### src/rtl/window_averager_if.sv
// Signal bundle between the window averager, its sample source, the
// measurement timer and the downstream consumer of the window results.
interface window_averager_if #(
  parameter int DATA_W = 16,
  parameter int CNT_W  = 16
);
  localparam int ACC_W = DATA_W + CNT_W;

  logic                     i_en;
  logic                     i_arm;
  logic                     o_timer_start;
  logic                     i_update_flag;
  logic                     i_in_valid;
  logic signed [DATA_W-1:0] i_in_data;
  logic                     o_busy;
  logic                     o_out_valid;
  logic signed [DATA_W-1:0] o_out_mean;
  logic signed [ACC_W-1:0]  o_out_sum;
  logic [CNT_W-1:0]         o_out_count;
  logic                     o_out_sat;
  logic                     o_out_empty;

  // The averager itself
  modport slave (
    input  i_en, i_arm, i_update_flag, i_in_valid, i_in_data,
    output o_timer_start, o_busy, o_out_valid, o_out_mean, o_out_sum,
           o_out_count, o_out_sat, o_out_empty
  );

  // Whatever drives the averager and consumes its results
  modport master (
    output i_en, i_arm, i_update_flag, i_in_valid, i_in_data,
    input  o_timer_start, o_busy, o_out_valid, o_out_mean, o_out_sum,
           o_out_count, o_out_sat, o_out_empty
  );
endinterface

### src/rtl/window_averager.sv
// Window averager: arms the measurement timer, sums valid samples until the
// timer's end-of-window flag, then divides sum by count with a restoring
// divider (one quotient bit per cycle) and publishes mean, sum and count.
module window_averager #(
  parameter int DATA_W = 16,
  parameter int CNT_W  = 16
) (
  input logic              clk,
  input logic              rst,
  window_averager_if.slave bus
);
  localparam int ACC_W = DATA_W + CNT_W;
  localparam int BIT_W = $clog2(ACC_W);
  localparam logic [CNT_W-1:0] CNT_MAX  = '1;
  localparam logic [BIT_W-1:0] LAST_BIT = BIT_W'(ACC_W - 1);

  typedef enum logic [1:0] {
    S_IDLE,
    S_ACCUM,
    S_DIVIDE,
    S_DONE
  } state_t;

  state_t r_state;
  state_t w_stateNext;

  // Window accumulation
  logic signed [ACC_W-1:0] r_acc;
  logic [CNT_W-1:0]        r_cnt;
  logic                    r_sat;

  // Divider: r_quo starts as |sum| and is shifted left, quotient bits enter at the bottom
  logic [ACC_W-1:0] r_quo;
  logic [CNT_W-1:0] r_rem;
  logic [BIT_W-1:0] r_bit;
  logic             r_neg;

  // Published results
  logic                     r_outValid;
  logic signed [DATA_W-1:0] r_outMean;
  logic signed [ACC_W-1:0]  r_outSum;
  logic [CNT_W-1:0]         r_outCount;
  logic                     r_outSat;
  logic                     r_outEmpty;

  logic                    w_timerStart;
  logic                    w_take;
  logic                    w_drop;
  logic signed [ACC_W-1:0] w_accNext;
  logic [CNT_W-1:0]        w_cntNext;
  logic                    w_satNext;
  logic [ACC_W-1:0]        w_absAcc;
  logic [CNT_W:0]          w_remShift;
  logic [CNT_W-1:0]        w_remDiff;
  logic                    w_remGe;
  logic [DATA_W-1:0]       w_quoLow;

  // Sample acceptance and the divider step; the sample arriving with the
  // end-of-window flag is folded in before the divide starts
  always_comb begin
    w_take     = (r_state == S_ACCUM) && bus.i_in_valid && (r_cnt != CNT_MAX);
    w_drop     = (r_state == S_ACCUM) && bus.i_in_valid && (r_cnt == CNT_MAX);
    w_accNext  = r_acc;
    w_cntNext  = r_cnt;
    if (w_take) begin
      w_accNext = r_acc + {{CNT_W{bus.i_in_data[DATA_W-1]}}, bus.i_in_data};
      w_cntNext = r_cnt + CNT_W'(1);
    end
    w_satNext  = r_sat | w_drop;
    w_absAcc   = w_accNext[ACC_W-1] ? $unsigned(-w_accNext) : $unsigned(w_accNext);
    w_remShift = {r_rem, r_quo[ACC_W-1]};
    w_remGe    = (w_remShift >= {1'b0, r_cnt});
    w_remDiff  = CNT_W'(w_remShift - {1'b0, r_cnt});
    w_quoLow   = r_quo[DATA_W-1:0];
  end

  // Next-state logic and the timer start pulse
  always_comb begin
    w_stateNext  = r_state;
    w_timerStart = 1'b0;
    if (bus.i_en) begin
      case (r_state)
        S_IDLE: begin
          if (bus.i_arm) begin
            w_stateNext  = S_ACCUM;
            w_timerStart = 1'b1;
          end
        end
        S_ACCUM: begin
          if (bus.i_update_flag) begin
            w_stateNext = (w_cntNext == '0) ? S_DONE : S_DIVIDE;
          end
        end
        S_DIVIDE: begin
          if (r_bit == LAST_BIT) begin
            w_stateNext = S_DONE;
          end
        end
        S_DONE: begin
          w_stateNext = S_IDLE;
        end
        default: begin
          w_stateNext = S_IDLE;
        end
      endcase
    end
  end

  // State register; holds while the block is disabled
  always_ff @(posedge clk) begin
    if (rst) begin
      r_state <= S_IDLE;
    end else if (bus.i_en) begin
      r_state <= w_stateNext;
    end
  end

  // Accumulator, divider and result registers
  always_ff @(posedge clk) begin
    if (rst) begin
      r_acc      <= '0;
      r_cnt      <= '0;
      r_sat      <= 1'b0;
      r_quo      <= '0;
      r_rem      <= '0;
      r_bit      <= '0;
      r_neg      <= 1'b0;
      r_outValid <= 1'b0;
      r_outMean  <= '0;
      r_outSum   <= '0;
      r_outCount <= '0;
      r_outSat   <= 1'b0;
      r_outEmpty <= 1'b0;
    end else if (!bus.i_en) begin
      r_outValid <= 1'b0;
    end else begin
      r_outValid <= 1'b0;
      case (r_state)
        S_IDLE: begin
          if (bus.i_arm) begin
            r_acc <= '0;
            r_cnt <= '0;
            r_sat <= 1'b0;
          end
        end
        S_ACCUM: begin
          r_acc <= w_accNext;
          r_cnt <= w_cntNext;
          r_sat <= w_satNext;
          if (bus.i_update_flag) begin
            r_quo <= w_absAcc;
            r_neg <= w_accNext[ACC_W-1];
            r_rem <= '0;
            r_bit <= '0;
          end
        end
        S_DIVIDE: begin
          r_rem <= w_remGe ? w_remDiff : w_remShift[CNT_W-1:0];
          r_quo <= {r_quo[ACC_W-2:0], w_remGe};
          r_bit <= r_bit + 1'b1;
        end
        S_DONE: begin
          r_outMean  <= r_neg ? (~w_quoLow + 1'b1) : w_quoLow;
          r_outSum   <= r_acc;
          r_outCount <= r_cnt;
          r_outSat   <= r_sat;
          r_outEmpty <= (r_cnt == '0);
          r_outValid <= 1'b1;
        end
        default: begin
          r_outValid <= 1'b0;
        end
      endcase
    end
  end

  assign bus.o_timer_start = w_timerStart & ~rst;
  assign bus.o_busy        = (r_state != S_IDLE);
  assign bus.o_out_valid   = r_outValid;
  assign bus.o_out_mean    = r_outMean;
  assign bus.o_out_sum     = r_outSum;
  assign bus.o_out_count   = r_outCount;
  assign bus.o_out_sat     = r_outSat;
  assign bus.o_out_empty   = r_outEmpty;
endmodule

### src/flat_wrapper.sv
// flat-port wrapper written by rule: the top's interface ports become plain ports
module window_averager_flat 
#(
  parameter int DATA_W = 16,
  parameter int CNT_W  = 16
)
  (clk, rst, bus_i_en, bus_i_arm, bus_i_update_flag, bus_i_in_valid, bus_i_in_data, bus_o_timer_start, bus_o_busy, bus_o_out_valid, bus_o_out_mean, bus_o_out_sum, bus_o_out_count, bus_o_out_sat, bus_o_out_empty);
  window_averager_if #(.DATA_W(DATA_W), .CNT_W(CNT_W)) bus_i ();
  input logic clk;
  input logic rst;
  input wire logic [$bits(bus_i.i_en)-1:0] bus_i_en;
  input wire logic [$bits(bus_i.i_arm)-1:0] bus_i_arm;
  input wire logic [$bits(bus_i.i_update_flag)-1:0] bus_i_update_flag;
  input wire logic [$bits(bus_i.i_in_valid)-1:0] bus_i_in_valid;
  input wire logic [$bits(bus_i.i_in_data)-1:0] bus_i_in_data;
  output wire logic [$bits(bus_i.o_timer_start)-1:0] bus_o_timer_start;
  output wire logic [$bits(bus_i.o_busy)-1:0] bus_o_busy;
  output wire logic [$bits(bus_i.o_out_valid)-1:0] bus_o_out_valid;
  output wire logic [$bits(bus_i.o_out_mean)-1:0] bus_o_out_mean;
  output wire logic [$bits(bus_i.o_out_sum)-1:0] bus_o_out_sum;
  output wire logic [$bits(bus_i.o_out_count)-1:0] bus_o_out_count;
  output wire logic [$bits(bus_i.o_out_sat)-1:0] bus_o_out_sat;
  output wire logic [$bits(bus_i.o_out_empty)-1:0] bus_o_out_empty;
  assign bus_i.i_en = bus_i_en;
  assign bus_i.i_arm = bus_i_arm;
  assign bus_i.i_update_flag = bus_i_update_flag;
  assign bus_i.i_in_valid = bus_i_in_valid;
  assign bus_i.i_in_data = bus_i_in_data;
  assign bus_o_timer_start = bus_i.o_timer_start;
  assign bus_o_busy = bus_i.o_busy;
  assign bus_o_out_valid = bus_i.o_out_valid;
  assign bus_o_out_mean = bus_i.o_out_mean;
  assign bus_o_out_sum = bus_i.o_out_sum;
  assign bus_o_out_count = bus_i.o_out_count;
  assign bus_o_out_sat = bus_i.o_out_sat;
  assign bus_o_out_empty = bus_i.o_out_empty;
  window_averager #(.DATA_W(DATA_W), .CNT_W(CNT_W)) u_core (.clk(clk), .rst(rst), .bus(bus_i));
endmodule
### config.mk
export PLATFORM = sky130hd
export DESIGN_NAME = window_averager_flat
export DESIGN_NICKNAME = d
export VERILOG_FILES = /design/src/rtl/window_averager_if.sv /design/src/rtl/window_averager.sv /design/src/flat_wrapper.sv
export SDC_FILE = /design/constraint.sdc
export NUM_CORES = 1
export LEC_CHECK = 0
export BUFFER_PORTS_ARGS = -buffer_cell sky130_fd_sc_hd__buf_4
export CAP_MARGIN = 10
export CORE_ASPECT_RATIO = 0.7
export CORE_MARGIN = 1
export CORE_UTILIZATION = 40
export DETAILED_ROUTE_END_ITERATION = 6
export SLEW_MARGIN = 20
export SYNTH_ARGS = -nofsm -noshare
export SYNTH_HDL_FRONTEND = slang
export SYNTH_SLANG_ARGS = --single-unit
### constraint.sdc
create_clock -name clk -period 11.82 [get_ports clk]
set_input_delay 1.773 -clock clk [delete_from_list [all_inputs] [get_ports clk]]
set_output_delay 1.773 -clock clk [all_outputs]
set_load 0.1 [all_outputs]
== Word level (Yosys, flattened, before mapping) ==
Index checks and enable logic that the tools add are counted.

* Output and inout port bits: 69
* Logic and storage cells: 76
* Bits of input ports: 22
* Flip-flop bits (word level): 172

* Reductions and logical operators: 15
* Mux-type cells: 26
* Equality and inequality tests: 9
* Magnitude comparators: 1
* Bitwise logic cells: 5
* $add $sub $neg: 6

{| class="wikitable"
|+ Operators by type and width
! cell !! number
|-
| 32-bit two-way mux || 4
|-
| 32-bit one-hot mux with 2 select lines || 2
|-
| 16-bit two-way mux || 5
|-
| 16-bit one-hot mux with 2 select lines || 2
|-
| 16-bit by 1-bit adder with 16-bit output, second input constant || 2
|-
| 32-bit adder || 1
|-
| 16-bit zero test || 2
|-
| 32-bit negation || 1
|-
| 17-bit by 16-bit greater-or-equal comparator with 1-bit output || 1
|-
| 16-bit == test, second input constant || 1
|-
| 16-bit inequality test, second input constant || 1
|-
| 16-bit inverter || 1
|-
| 16-bit subtractor || 1
|-
| 5-bit one-hot mux with 2 select lines || 1
|-
| 3-bit AND reduction || 3
|-
| 2-bit one-hot mux with 4 select lines || 1
|-
| 1-bit two-way mux || 6
|-
| 2-bit two-way mux || 3
|-
| 2-bit nonzero test || 3
|-
| 5-bit by 1-bit adder with 5-bit output, second input constant || 1
|-
| 5-bit == test, second input constant || 1
|-
| 5-bit two-way mux || 1
|-
| 2-bit == test, second input constant || 2
|-
| 2-bit inequality test, second input constant || 2
|-
| other kinds (11) || 14
|}

== Longest topological paths before layout ==
Gate-level depths: netlist (run 1).

* Depth after elaboration: 8
* Depth in mapped cells: 17
* Mapped depth without buffers: 14

== Worst setup path after synthesis (run 1) ==
No wires, ideal clock.

* Path type: input port to output port
* From: input rst
* To: output bus_o_timer_start
* Arrival: 3557 ps
* Path slack: 6490 ps
* Data required time: 10047 ps
* Stages: 4
* Buffers on the path: 3
* Cells stage by stage: clkbuf_8 clkbuf_4 clkbuf_1 nor2_1

* Longest elaborated chain between the ends: 2

{| class="wikitable"
|+ Ends and longest elaborated chain
! item !! line !! RTL
|-
| start: declaration || flat_wrapper.sv:10 || <nowiki>input logic rst;</nowiki>
|-
| 1-bit inverter || window_averager.sv:177 || <nowiki>assign bus.o_timer_start = w_timerStart & ~rst;</nowiki>
|-
| 1-bit AND || window_averager.sv:177 ||
|-
| end: declaration || flat_wrapper.sv:16 || <nowiki>output wire logic [$bits(bus_i.o_timer_start)-1:0] bus_o_timer_start;</nowiki>
|}

Every way passes these cells.

== Worst setup path in the final report (run 1) ==
* From: input bus_i_in_data[0]
* To: register u_core.r_quo[31]

* Longest elaborated chain between the ends: 6

{| class="wikitable"
|+ Ends and longest elaborated chain
! item !! line !! RTL
|-
| start: declaration || flat_wrapper.sv:15 || <nowiki>input wire logic [$bits(bus_i.i_in_data)-1:0] bus_i_in_data;</nowiki>
|-
| 32-bit adder * || window_averager.sv:66 || <nowiki>w_accNext = r_acc + {{CNT_W{bus.i_in_data[DATA_W-1]}}, bus.i_in_data};</nowiki>
|-
| 32-bit two-way mux * || window_averager.sv:65 || <nowiki>if (w_take) begin</nowiki>
|-
| 32-bit negation || window_averager.sv:70 || <nowiki>w_absAcc = w_accNext[ACC_W-1] ? $unsigned(-w_accNext) : $unsigned(w_accNext);</nowiki>
|-
| 32-bit two-way mux * || window_averager.sv:70 ||
|-
| 32-bit two-way mux * || window_averager.sv:150 || <nowiki>if (bus.i_update_flag) begin</nowiki>
|-
| 32-bit one-hot mux with 2 select lines * || window_averager.sv:138 || <nowiki>case (r_state)</nowiki>
|-
| end signal: assignment || window_averager.sv:151 || <nowiki>r_quo <= w_absAcc;</nowiki>
|-
| end signal: assignment || window_averager.sv:159 || <nowiki>r_quo <= {r_quo[ACC_W-2:0], w_remGe};</nowiki>
|-
| end: declaration || window_averager.sv:33 || <nowiki>logic [ACC_W-1:0] r_quo;</nowiki>
|}

Every way passes the cells marked *; elsewhere a longest branch is shown, timed or not. The select of a mux whose other input is x is not followed.
A chain may end at the register's enable or synchronous reset.

==> summary.txt, run 1 <==
Area after DPL: 11960 sq um
maximum VDD drop: 117.9 uV
first-pass GRT wire length: 53490 um
Site Rows: 50
Mapped Cells: 1488
root buffer cell: clkbuf_16
diode count: 0
Pre-Repair DR Iteration Count: 5
Crit-path slowest cell: a22oi_1
Synth Area in Adders: 6.693%
share of cells above drive strength 1: 11.83%
Syn Area/Cell: 7.563 sq um
Bufs and invs on worst path: 1
GRT met2 Usage: 33.45%
CP startpoint kind: input pin
Pint: 0.9691 mW
1st-iter DRT viols: 802
clock-pin slew on the worst setup and hold paths: 0.08 ns
Sink Count: 172
xor/xnor cell area share of the yosys netlist: 4.903%
routability cong.: 0.9831
CP endpoint: u_core.r_quo[31]$_SDFFE_PP0P_
Post-Layout Cell Count: 1886
Final Util: 46.28%
aggregate global routing overflow: 0
H-Tree Depth: 4
clk_skew: 0.01443 ns
via count: 10.84k
nets@finish: 1591
Hold WS: 0.4547 ns
Crit Reg-Reg Endpoint: u_core.r_quo[31]$_SDFFE_PP0P_
synth-to-layout area growth: 11.65%
Combinational Power Share: 15.1%
most common cell after layout, fill and taps aside: nand2_1
global-route usage over all layers: 23.43%
Sw Share: 30.76%
Final ANT Viol Nets: 0
Worst Setup End Kind: flip-flop
reg-to-reg slack, setup: 7.14 ns
Leak: 4.785 nW
die area: 28820 sq um
Syn Nets: 1569
Primary FF master, synth: dfxtp_1
worst-path fanout max: 6
antenna violations before repair: 0
met1 GRT Util: 35.26%
Synth Area in Simple Gates: 24.56%
EDFF count, synth: 0
core area: 27150 sq um
final worst setup slack: 6.527 ns
main combinational cell family by area after synthesis: compound AO/OA/AOI/OAI gates
max_cap viols: 0
Initial Utilization: 41.45%
pre-CTS setup slack: 6.157 ns
Critical Path Stages: 14
Total Routed Length: 33990 um
placed cells: 1855
largest net degree at the start of global routing: 88
post-CTS setup buffer count: 0
cts repair resizes: 0
PortBufs: 90
sequential area share after synthesis: 30.60%
RSZ-0062 raised after global routing: false
Yosys reg bits: 172
crit-path max cell delay: 0.44 ns
setup TNS: 0 ns
fin crit period: 5.293 ns
Cell variety after synth: 82
Tcrit/Tclk final: 44.78%
Design Power: 1.400 mW
cells along the critical path: buf_4 -> ha_1 -> fa_1 -> a21o_1 -> a22oi_1 -> a2111oi_4 -> o21ai_0 -> or3_1 -> and3_1 -> nand3_1 -> nor4_2 -> nand3_1 -> or4_1 -> a221oi_2
final count of hold timing violations: 0
r2r startpoint: u_core.r_cnt[1]$_SDFFE_PP0P_
CP Data Arrival Time: 5.65 ns
Die Height: 142.3 um
Register Area: 3443 sq um
Sw Pwr: 0.4306 mW
TritonCTS Buffers: 17
via/cell ratio: 5.749
Clock Latency Late Sink: 0.45 ns
Achievable Freq: 0.1889 GHz
Most common cell on crit path: nand3_1
DR WL/cell: 18.02 um
Slew @ Worst Pin: 1.060 ns
Hold WC Path Type: reg2reg
Ports: 91
Fill cells: 2788
fraction of registers with async set/reset: 0%
area of the mapped netlist: 11250 sq um
pwr dens: 111.4 nW/um^2
post-synthesis compound-gate area fraction: 24.83%
Slew HR: 29.33%
hpwl dp: 24020 um
status: completed
Die W: 202.5 um
share of power burned in registers: 42.5%
final setup violation count: 0
final max-slew violation count: 0
CTS max path bufs: 2
global routing's busiest layer: met1
Reg2Reg Depth: 14
clock group share of total power: 42.4%
met3 usage: 4.418%
top cell family by delay on the critical path: simple AND/OR/NAND/NOR gates
area of the multi-input gates: 7139 sq um
post-synthesis mux area share: 2.313%
kind of critical path: in2reg
vias in the first global route: 9660
Final Cell Area: 12560 sq um
commonest non-fill, non-tap cells in the layout: nand2_1, dfxtp_1, a21oi_1
CTS tree: yes
worst endpoint required time: 12.18 ns
DRC Markers: 0
CP Launch Point: bus_i_in_data[0]
synth warn: 0
Post-CTS Hold Buffers: 0
==> flip-flops by register name (all words and copies together) (netlist names) <==
name,flops
u_core.bus.o_out_empty,1
u_core.r_rem,16
u_core.bus.o_out_sat,1
u_core.r_neg,1
u_core.bus.o_out_count,16
u_core.bus.o_out_mean,16
u_core.r_state,2
u_core.bus.o_out_valid,1
u_core.r_quo,32
u_core.r_cnt,16
u_core.r_sat,1
u_core.r_bit,5
u_core.r_acc,32
u_core.bus.o_out_sum,32
==> synthesized netlist by cell type, drive strengths merged (16+ instances only) <==
master | count | area, sq um
xnor2 | 29 | 254.0
a31oi | 18 | 112.6
inv | 38 | 142.6
buf | 25 | 192.7
nand2 | 243 | 912.1
ha | 57 | 713.2
nor2 | 145 | 551.8
a21o | 21 | 157.7
mux2i | 26 | 260.3
xor2 | 34 | 297.8
or3 | 19 | 118.9
nand3 | 40 | 210.2
nand4 | 26 | 177.7
a22oi | 28 | 210.2
nor3 | 49 | 255.3
nor4 | 16 | 127.6
dfxtp | 172 | 3443
a211oi | 27 | 212.7
o21ai | 103 | 519.3
a21oi | 147 | 747.0
clkbuf | 75 | 347.8
==> kinds of logic after synthesis <==
| family | after synthesis |
|---|---|
| compound gates | 434 |
| xor+xnor | 63 |
| fa+ha+maj | 59 |
| buf+inv | 139 |
| flops | 172 |
| mux | 26 |
| simple gates | 595 |
==> metal layers <==
layer | up-vias | share of wire [%]
li1 | 5399 | -
met1 | 5067 | 52
met2 | 342 | 40
met3 | 35 | 6.7
met4 | 0 | 1.5
met5 | - | 0
==> cell type report <==
type	count	area share [%]
inverter	39	1.165
sequential	172	27.40
multi-input combinational	1177	56.82
tap	364	3.625
clock buffer	17	3.386
timing repair buffer	103	6.154
clock inverter	14	1.444
==> power by group through the flow <==
| stage | clock network [mW] | logic [mW] | registers (mW) |
|---|---|---|---|
| 3_3_place_gp | 0 | 0.207 | 0.608 |
| 4_1_cts | 0.607 | 0.209 | 0.594 |
| 6_report | 0.593 | 0.212 | 0.595 |
| 2_1_floorplan | 0 | 0.157 | 0.608 |
| 3_5_place_dp | 0 | 0.208 | 0.608 |
| 5_1_grt | 0.626 | 0.229 | 0.596 |
==> tightest hold or removal path, delay by kind of cell (launching register included) <==
kind | cells | cell delay, ns
AND/OR/NAND/NOR | 1 | 0.05
AO/OA/AOI/OAI | 1 | 0.05
flip-flops | 1 | 0.31
==> how the worst min path moves through the flow <==
stage	cells past startpoint	start	to	slack (ns)
global route	2	u_core.bus.o_out_sum[15]$_SDFFE_PP0P_	u_core.bus.o_out_sum[15]$_SDFFE_PP0P_	0.47
global placement	2	u_core.bus.o_out_mean[14]$_SDFFE_PP0P_	u_core.bus.o_out_mean[14]$_SDFFE_PP0P_	0.44
finish	2	u_core.bus.o_out_empty$_SDFFE_PP0P_	u_core.bus.o_out_empty$_SDFFE_PP0P_	0.45
CTS	2	u_core.bus.o_out_sum[17]$_SDFFE_PP0P_	u_core.bus.o_out_sum[17]$_SDFFE_PP0P_	0.46
detailed placement	2	u_core.bus.o_out_sum[17]$_SDFFE_PP0P_	u_core.bus.o_out_sum[17]$_SDFFE_PP0P_	0.45
floorplan	2	u_core.r_sat$_SDFFE_PP0P_	u_core.bus.o_out_sat$_SDFFE_PP0P_	0.43
(Power assumes the default switching activity.)
==> run 2, diff against run 1 <==
==> constraint.sdc (replaced) <==
create_clock -name clk -period 4.38 [get_ports clk]
set_input_delay 0.657 -clock clk [delete_from_list [all_inputs] [get_ports clk]]
set_output_delay 0.657 -clock clk [all_outputs]
set_load 0.1 [all_outputs]
==> run 2 against run 1 <==
Cell area is 3.9% higher; critical endpoint is now u_core.r_quo[24]$_SDFFE_PP0P_; final cell count is 3.2% higher; clock-buffer cell count stayed put.
==> summary.txt, run 2 (synthesized netlist as in run 1, its figures left out) <==
CTS tree: yes
fin crit period: 3.996 ns
Die Height: 142.3 um (unchanged)
CP startpoint kind: flip-flop
diode count: 0 (unchanged)
final count of hold timing violations: 0 (unchanged)
share of cells above drive strength 1: 15.17% (+3.3 points)
cts repair resizes: 0 (unchanged)
crit-path max cell delay: 0.60 ns (+0.16 ns)
root buffer cell: clkbuf_16
TritonCTS Buffers: 17 (unchanged)
Fill cells: 2703 (-3.0%)
Register Area: 3443 sq um (unchanged)
final setup violation count: 0 (unchanged)
status: completed
first-pass GRT wire length: 55150 um (+3.1%)
CP Data Arrival Time: 4.36 ns (-1.29 ns)
antenna violations before repair: 0 (unchanged)
1st-iter DRT viols: 1116 (+39%)
worst endpoint required time: 4.74 ns (-7.44 ns)
Clock Latency Late Sink: 0.46 ns (about the same)
global-route usage over all layers: 24.21% (+0.78 points)
hold path cells: 2 (unchanged)
via count: 11.19k (+3.2%)
Tcrit/Tclk final: 91.24%
most common cell after layout, fill and taps aside: nand2_1
RSZ-0062 raised after global routing: false
Post-CTS Hold Buffers: 0 (unchanged)
Slew HR: 35.93% (+6.6 points)
area of the multi-input gates: 7139 sq um (unchanged)
setup TNS: 0 ns (unchanged)
Total Routed Length: 34850 um (+2.5%)
die area: 28820 sq um (unchanged)
Die W: 202.5 um (unchanged)
pre-CTS setup slack: 0.1674 ns (-5.990 ns)
largest net degree at the start of global routing: 57 (-35%)
post-CTS setup buffer count: 0 (unchanged)
synth-to-layout area growth: 15.99%
clock-pin slew on the worst setup and hold paths: 0.08 ns (about the same)
Final ANT Viol Nets: 0 (unchanged)
Reg2Reg Depth: 12 (-2)
DR WL/cell: 17.91 um (-0.63%)
reg-to-reg slack, setup: 0.38 ns (-6.76 ns)
Site Rows: 50 (unchanged)
nets@finish: 1650 (+3.7%)
pwr dens: 301.3 nW/um^2 (+170%)
final worst setup slack: 0.3836 ns (-6.144 ns)
via/cell ratio: 5.748 (about the same)
Worst Setup End Kind: flip-flop
Crit-path slowest cell: or2_2
H-Tree Depth: 4 (unchanged)
vias in the first global route: 9883 (+2.3%)
hpwl dp: 25570 um (+6.5%)
CTS max path bufs: 2 (unchanged)
DRC Markers: 0 (unchanged)
Hold WC Path Type: reg2reg
routability cong.: 0.9528 (-3.1%)
commonest non-fill, non-tap cells in the layout: nand2_1, dfxtp_1, buf_4
Ports: 91 (unchanged)
worst-path fanout max: 28 (+22)
Initial Utilization: 41.45% (unchanged)
aggregate global routing overflow: 0 (unchanged)
Sink Count: 172 (unchanged)
Slew @ Worst Pin: 0.9577 ns (-0.1020 ns)
max_cap viols: 0 (unchanged)
core area: 27150 sq um (unchanged)
Achievable Freq: 0.2502 GHz
Pre-Repair DR Iteration Count: 5 (unchanged)
PortBufs: 90 (unchanged)
maximum VDD drop: 285.4 uV (+140%)
Leak: 5.097 nW (+6.5%)
cells along the critical path: nand4_4 -> nor4_4 -> or2_2 -> buf_4 -> and2_1 -> o221ai_1 -> nor3b_2 -> nand4_1 -> nor2_1 -> a21oi_1 -> xor2_1 -> a221oi_1
final max-slew violation count: 0 (unchanged)
kind of critical path: reg2reg
clk_skew: 0.01754 ns (+0.003108 ns)
[run 2: cell types whose count changed in the layout (fill, tap and decap cells not counted), sizes merged]
cell	before	now
bufinv	2	3
clkinv	7	5
inv	43	45
buf	103	162
[run 2: power breakdown]
group	internal, mW	switching (mW)
logic	0.213	0.413
registers	1.58	0.0210
clock network	0.934	0.769
[run 2: cell type report]
| cell class | instances | area share (%) |
|---|---|---|
| inverter | 39 | 1.122 |
| timing repair buffer | 162 | 9.318 |
| tap | 364 | 3.489 |
| sequential | 172 | 26.38 |
| multi-input combinational | 1177 | 54.70 |
| clock inverter | 15 | 1.735 |
| clock buffer | 17 | 3.259 |
[run 2: path summary, 6_finish.rpt]
| check | start | end |
|---|---|---|
| max | u_core.r_cnt[9]$_SDFFE_PP0P_ | u_core.r_quo[24]$_SDFFE_PP0P_ |
| min | u_core.bus.o_out_empty$_SDFFE_PP0P_ | u_core.bus.o_out_empty$_SDFFE_PP0P_ |
| max reg2reg | u_core.r_cnt[9]$_SDFFE_PP0P_ | u_core.r_quo[24]$_SDFFE_PP0P_ |
| min reg2reg | u_core.bus.o_out_empty$_SDFFE_PP0P_ | u_core.bus.o_out_empty$_SDFFE_PP0P_ |
[run 2: through the flow]
stage | utilization [%] | instance area, sq um | cells | hold WS (ns) | total power [mW]
2_1_floorplan | - | 11250 | 1488 | 0.4317 | 2.063
3_3_place_gp | 45.66 | 12400 | 1914 | 0.4394 | 2.253
3_5_place_dp | 45.66 | 12400 | 1914 | 0.4450 | 2.254
4_1_cts | 48.06 | 13050 | 1946 | 0.4551 | 3.958
5_1_grt | 48.07 | 13050 | 1946 | 0.4719 | 4.082
6_report | 48.07 | 13050 | 1946 | 0.4506 | 3.932
[run 2: worst max-delay path: cells and delay by family (launching register included)]
family	cells	cell delay [ns]
buffers and inverters	1	0.35
XOR/XNOR	1	0.14
AO/OA/AOI/OAI	3	0.60
flip-flops	1	0.54
AND/OR/NAND/NOR	7	2.27
[run 2: routing by layer]
| metal | track usage, % | part of all wire (%) | vias to the layer above |
|---|---|---|---|
| met2 | 32.57 | 39 | 392 |
| met4 | 5.896 | 1.3 | 0 |
| li1 | - | - | 5509 |
| met3 | 4.167 | 7.1 | 33 |
| met5 | 0 | 0 | - |
| met1 | 38.53 | 53 | 5251 |
